$ cat src/rtl/pipeline_pkg.sv
// Shared pipeline types and constants for the hazard/stall control slice.
package pipeline_pkg;

    localparam int REG_W = 5;
    localparam logic [REG_W-1:0] REG_ZERO = 5'd0;
    localparam int MD_LATENCY_DEF = 8;

    typedef enum logic {MD_IDLE, MD_BUSY} md_state_t;

    // $0 is hardwired, so a producer targeting it never creates a dependency.
    function automatic logic reg_match(input logic en, input logic [REG_W-1:0] dest,
                                       input logic [REG_W-1:0] r);
        return en && (dest == r) && (r != REG_ZERO);
    endfunction

endpackage

$ cat src/rtl/md_busy_tracker.sv
// MUL/DIV occupancy tracker: IDLE/BUSY FSM with countdown, done pulse and sticky overlap error.
module md_busy_tracker
    import pipeline_pkg::*;
#(
    parameter int MD_LATENCY = MD_LATENCY_DEF,
    parameter int CNT_W      = 5
) (
    input  logic clk,
    input  logic rst,
    input  logic md_start,
    output logic md_busy,
    output logic md_done,
    output logic md_overlap_err
);

    localparam logic [CNT_W-1:0] CNT_LOAD = CNT_W'(MD_LATENCY - 1);
    localparam logic [CNT_W-1:0] CNT_ONE  = CNT_W'(1);

    md_state_t        state, state_nxt;
    logic [CNT_W-1:0] cnt, cnt_nxt;
    logic             err, err_nxt;

    always_ff @(posedge clk or posedge rst) begin
        if (rst) begin
            state <= MD_IDLE;
            cnt   <= '0;
            err   <= 1'b0;
        end else begin
            state <= state_nxt;
            cnt   <= cnt_nxt;
            err   <= err_nxt;
        end
    end

    always_comb begin
        state_nxt = state;
        cnt_nxt   = cnt;
        err_nxt   = err;
        case (state)
            MD_IDLE: begin
                if (md_start) begin
                    state_nxt = MD_BUSY;
                    cnt_nxt   = CNT_LOAD;
                end
            end
            MD_BUSY: begin
                // A new start while busy restarts the countdown rather than queueing.
                if (md_start) begin
                    err_nxt = 1'b1;
                    cnt_nxt = CNT_LOAD;
                end else if (cnt == CNT_ONE) begin
                    state_nxt = MD_IDLE;
                    cnt_nxt   = '0;
                end else begin
                    cnt_nxt = cnt - CNT_ONE;
                end
            end
            default: begin
                state_nxt = MD_IDLE;
                cnt_nxt   = '0;
            end
        endcase
    end

    always_comb begin
        md_busy        = (state == MD_BUSY);
        md_done        = (state == MD_BUSY) && (cnt == CNT_ONE);
        md_overlap_err = err;
    end

endmodule

$ cat src/rtl/hazard_stall_ctrl.sv
// Pipeline hazard controller: load-use, branch-in-ID and MUL/DIV stalls plus IF/ID flush.
// Optional HAZARD_PERF_EN adds stall_cycles / flush_count performance counters.
module hazard_stall_ctrl
    import pipeline_pkg::*;
#(
    parameter int MD_LATENCY = MD_LATENCY_DEF,
    parameter int CNT_W      = 5
) (
    input  logic             clk,
    input  logic             rst,
    input  logic [REG_W-1:0] rs_addr_id,
    input  logic [REG_W-1:0] rt_addr_id,
    input  logic             rs_used_id,
    input  logic             rt_used_id,
    input  logic             branch_id,
    input  logic             branch_taken_id,
    input  logic             md_use_id,
    input  logic             memread_ex,
    input  logic             regwrite_ex,
    input  logic [REG_W-1:0] dest_addr_ex,
    input  logic             md_start_ex,
    input  logic             memread_mem,
    input  logic [REG_W-1:0] dest_addr_mem,
    output logic             pc_write,
    output logic             ifid_write,
    output logic             ifid_flush,
    output logic             idex_stall,
    output logic             md_busy,
    output logic             md_done,
    output logic             md_overlap_err
`ifdef HAZARD_PERF_EN
    ,
    output logic [31:0]      stall_cycles,
    output logic [31:0]      flush_count
`endif
);

    logic ex_rs, ex_rt, mem_rs, mem_rt;
    logic load_use, br_hz, md_hz, stall, flush;

    md_busy_tracker #(
        .MD_LATENCY (MD_LATENCY),
        .CNT_W      (CNT_W)
    ) u_md (
        .clk            (clk),
        .rst            (rst),
        .md_start       (md_start_ex),
        .md_busy        (md_busy),
        .md_done        (md_done),
        .md_overlap_err (md_overlap_err)
    );

    always_comb begin
        ex_rs  = reg_match(regwrite_ex, dest_addr_ex, rs_addr_id);
        ex_rt  = reg_match(regwrite_ex, dest_addr_ex, rt_addr_id);
        mem_rs = reg_match(memread_mem, dest_addr_mem, rs_addr_id);
        mem_rt = reg_match(memread_mem, dest_addr_mem, rt_addr_id);

        load_use = memread_ex && ((rs_used_id && ex_rs) || (rt_used_id && ex_rt));
        // Branches compare in ID, so any EX producer or a load still in MEM is too late to forward.
        br_hz    = branch_id && ((rs_used_id && (ex_rs || mem_rs)) ||
                                 (rt_used_id && (ex_rt || mem_rt)));
        // The waiter may issue on the done cycle; it reaches EX just as the unit frees.
        md_hz    = md_use_id && md_busy && !md_done;
        stall    = load_use || br_hz || md_hz;
        // A taken branch under stall read stale operands; it is re-resolved next cycle.
        flush    = branch_taken_id && !stall;

        pc_write   = !rst && !stall;
        ifid_write = !rst && !stall;
        ifid_flush = !rst && flush;
        idex_stall = rst || stall;
    end

`ifdef HAZARD_PERF_EN
    always_ff @(posedge clk or posedge rst) begin
        if (rst) begin
            stall_cycles <= '0;
            flush_count  <= '0;
        end else begin
            if (stall) stall_cycles <= stall_cycles + 32'd1;
            if (flush) flush_count  <= flush_count + 32'd1;
        end
    end
`endif

endmodule

$ cat config.mk
export PLATFORM = sky130hd
export DESIGN_NAME = hazard_stall_ctrl
export DESIGN_NICKNAME = d
export VERILOG_FILES = /design/src/rtl/pipeline_pkg.sv /design/src/rtl/md_busy_tracker.sv /design/src/rtl/hazard_stall_ctrl.sv
export SDC_FILE = /design/constraint.sdc
export NUM_CORES = 1
export LEC_CHECK = 0
export CAP_MARGIN = 20
export CORE_MARGIN = 2
export CORE_UTILIZATION = 37
export CTS_CLUSTER_DIAMETER = 50
export DETAILED_ROUTE_END_ITERATION = 10
export PLACE_DENSITY = 0.78
export SYNTH_ARGS = -nofsm -noshare
export SYNTH_HDL_FRONTEND = slang
export SYNTH_HIERARCHICAL = 1
export SYNTH_SLANG_ARGS = --single-unit
$ cat constraint.sdc
create_clock -name clk -period 2.1 [get_ports clk]
set_clock_uncertainty 0.1 [all_clocks]
set_input_delay 0.21 -clock clk [delete_from_list [all_inputs] [get_ports clk]]
set_output_delay 0.21 -clock clk [all_outputs]
set_load 0.03 [all_outputs]
==> flow_summary.yaml <==
cts:
  clk-insertion-delay-late_ns: 0.29
  clockRootBuffer: "clkbuf_4"
  tritoncts: "done"
  cts.path.max_buffers: 2
  clkSinkCount: 7
  clk_pin_slew_ns: 0.07
  cts_buffers: 3
  htree_levels: 1
synthesis:
  synth_nets: 111
  synth_compound_area_frac: 0.133
  synthMuxAreaShare: 0
  synth_top_family_by_area: "XOR/XNOR gates"
  yosys_warnings: 6
  synth-simple-area-share: 0.250
  syn-cell-area_um2: 677
  synth_adder_area_share: 0.0370
  syn_inst: 78
  syn-mean-instance-area_um2: 8.68
  yosysSeqAreaShare: 0.259
  synthXorXnorAreaFrac: 0.272
  synth_cell_type_count: 29
  ys_ff_latch: 7
timing:
  min_period_over_period: 1.15
  finalMaxSlewViolations: 0
  slew_headroom: 0.750
  max_freq_ghz: 0.415
  finalSetupViolCount: 4
  worst_slack_ns: -0.311
  whs_ns: 0.107
  hold_viol: 0
  rsz0062_at_grt: "true"
  fin_crit_ns: 2.41
  tightest_slew_ns: 0.375
critical_path:
  slowest_delay_ns: 0.40
  crit_fanout: 3
  rrSetupSlack_ns: 0.13
  path_buf_inv: 2
  cp_cell_sequence: "inv_2, ha_4, or3b_4, nor3b_4, o21bai_4, or3_4, buf_6"
  start_kind: "register"
  r2r_end: "u_md/cnt[4]"
  cp.arrival_ns: 2.10
  worstPathRequired_ns: 1.79
  reg2regPathDepth: 10
  cp-end-kind: "primary output"
  crit_slowest_cell: "or3b_4"
  rr_startpoint: "u_md/cnt[1]"
  worstSetupPathType: "reg -> out"
  cp_top_family: "simple AND/OR/NAND/NOR gates"
power_and_ir_drop:
  total_power_uw: 540
  p_leak_nw: 0.582
  powerDensity_nw_per_um2: 384
  p_clk_frac: 0.263
  comb_power_share: 0.459
  ir_drop_v: 0.000312
  seq_power_share: 0.277
  power_switching_uw: 177
  swShare: 0.329
  p_int_uw: 363
route:
  drt_first_pass_iters: 4
  vias: 869
  drcViolationCount: 0
  drt_iter0_markers: 19
  postRouteAntennaNets: 0
  vias_per_cell: 5.14
  wl_per_cell_um: 15.4
  wl_um: 2600
status:
  violations: "negative setup slack"
  status: "finished with violations"
flow_run:
  maxCapViolCount: 0
floorplan:
  fp.dieArea_um2: 2190
  rows: 15
  die_y_um: 46.8
  core_um2: 1730
  start_util: 0.392
  ioPinCount: 38
  die_x_um: 46.8
layout:
  fillers: 120
  syn2layout_area_growth_pct: 108
  final_common_cell: "buf_4"
  finalNetCount: 178
  drive_gt1_frac: 0.368
  layout_common_cells: "26 x buf_4, 23 x clkdlybuf4s50_1, 11 x xnor2_1"
  antenna_cells: 0
  fin_area_um2: 1410
grt:
  antenna_found_initial: 0
  grt_pass1_wl_um: 3880
  grt_overflow: 0
  grt_max_degree: 12
  grt_pass1_vias: 910
  grt_usage: 0.269
placement:
  port_buffers: 37
  post_dp_cell_area_um2: 1260
  dp_hpwl_um: 1820
  gp_congestion: 0.755
hold_path:
  hp-class: "in -> async"
synth_stat cells:
master,number,area [um^2]
or4b_4,1,13.8
a211o_1,1,8.76
nor4b_1,1,8.76
a21oi_2,1,8.76
o21ai_1,1,5.00
o31ai_1,1,7.51
a21o_1,1,7.51
nor3_1,1,5.00
o21ai_0,5,25.0
xnor2_1,13,114
or3_1,3,18.8
nor2_1,1,3.75
inv_1,4,15.0
nand3_1,3,15.0
nand2_1,5,18.8
nor3b_1,1,7.51
buf_4,1,7.51
or4_1,2,15.0
buf_6,1,11.3
nand2b_1,3,18.8
o21bai_1,1,7.51
dfrtp_1,7,175
nand4_1,2,12.5
a21oi_1,4,20.0
ha_1,2,25.0
xor2_1,8,70.1
nor4_1,2,12.5
or4b_1,1,10.0
or3b_2,1,8.76
cell families after synthesis:
family | Yosys count
flops | 7
xor+xnor | 21
compound gates | 15
simple gates | 27
buf+inv | 6
fa+ha+maj | 2
repair_timing:
item / CTS / global route
hold buffers: 0 / 0
pin swaps: 10 / 3
endpoints found under the setup margin: 4 / 7
buffers inserted: 10 / 1
resized for setup: 27 / 4
routing by layer:
layer,share of wire,wire length (um),global-route usage,vias to the layer above
met4,0.029,75,0.111,0
li1,-,-,-,411
met2,0.56,1450,0.518,37
met5,0,0,0,-
met3,0.061,159,0.0923,6
met1,0.35,916,0.255,415
sequential cells by signal, summed over array words and instances, names as in the netlist:
signal / count
u_md/cnt: 5
u_md/md_busy: 1
u_md/md_overlap_err: 1
power groups by stage:
stage / Combinational [mW] / Sequential (mW) / Clock, mW
final: 0.248 / 0.150 / 0.142
after global routing: 0.267 / 0.150 / 0.153
after CTS: 0.254 / 0.148 / 0.133
after floorplan: 0.0851 / 0.149 / 0
after detailed placement: 0.210 / 0.150 / 0
after global placement: 0.204 / 0.149 / 0
area by class of cell:
cell class | count | area (um^2) | share of cell area
Tap cell | 25 | 31.3 | 0.0222
Sequential cell | 7 | 175 | 0.125
Inverter | 4 | 15.0 | 0.0107
Clock buffer | 4 | 26.3 | 0.0187
Timing Repair Buffer | 64 | 572 | 0.407
Multi-Input combinational cell | 65 | 587 | 0.417
worst max-delay path by stage:
| stage | slack (ns) | end | from | cells past startpoint |
|---|---|---|---|---|
| 6_report | -0.31 | idex_stall | u_md/cnt[1] | 7 |
| 5_1_grt | -0.36 | idex_stall | u_md/cnt[1] | 7 |
| 4_1_cts | -0.28 | idex_stall | u_md/cnt[1] | 7 |
| 3_5_place_dp | -0.30 | idex_stall | rs_addr_id[1] | 7 |
| 3_3_place_gp | -0.24 | idex_stall | rs_addr_id[2] | 7 |
| 2_1_floorplan | -0.31 | pc_write | u_md/cnt[1] | 7 |
worst register-to-register path: cells and delay by family (launching register included):
family                   cells  cell delay [ns]
AO/OA/AOI/OAI                1             0.15
AND/OR/NAND/NOR              2             0.55
buffers and inverters        6             0.56
adder cells (fa/ha/maj)      1             0.14
flip-flops                   1             0.39
through the flow:
| step | instances | setup TNS, ns | worst slack [ns] | util |
|---|---|---|---|---|
| after floorplan | 78 | -0.843 | -0.313 | - |
| after global routing | 169 | -1.36 | -0.358 | 0.814 |
| after CTS | 174 | -1.33 | -0.279 | 0.828 |
| final | 169 | -1.10 | -0.311 | 0.814 |
| after detailed placement | 160 | -1.06 | -0.299 | 0.732 |
| after global placement | 160 | -0.882 | -0.243 | 0.732 |
(Power assumes the default switching activity.)
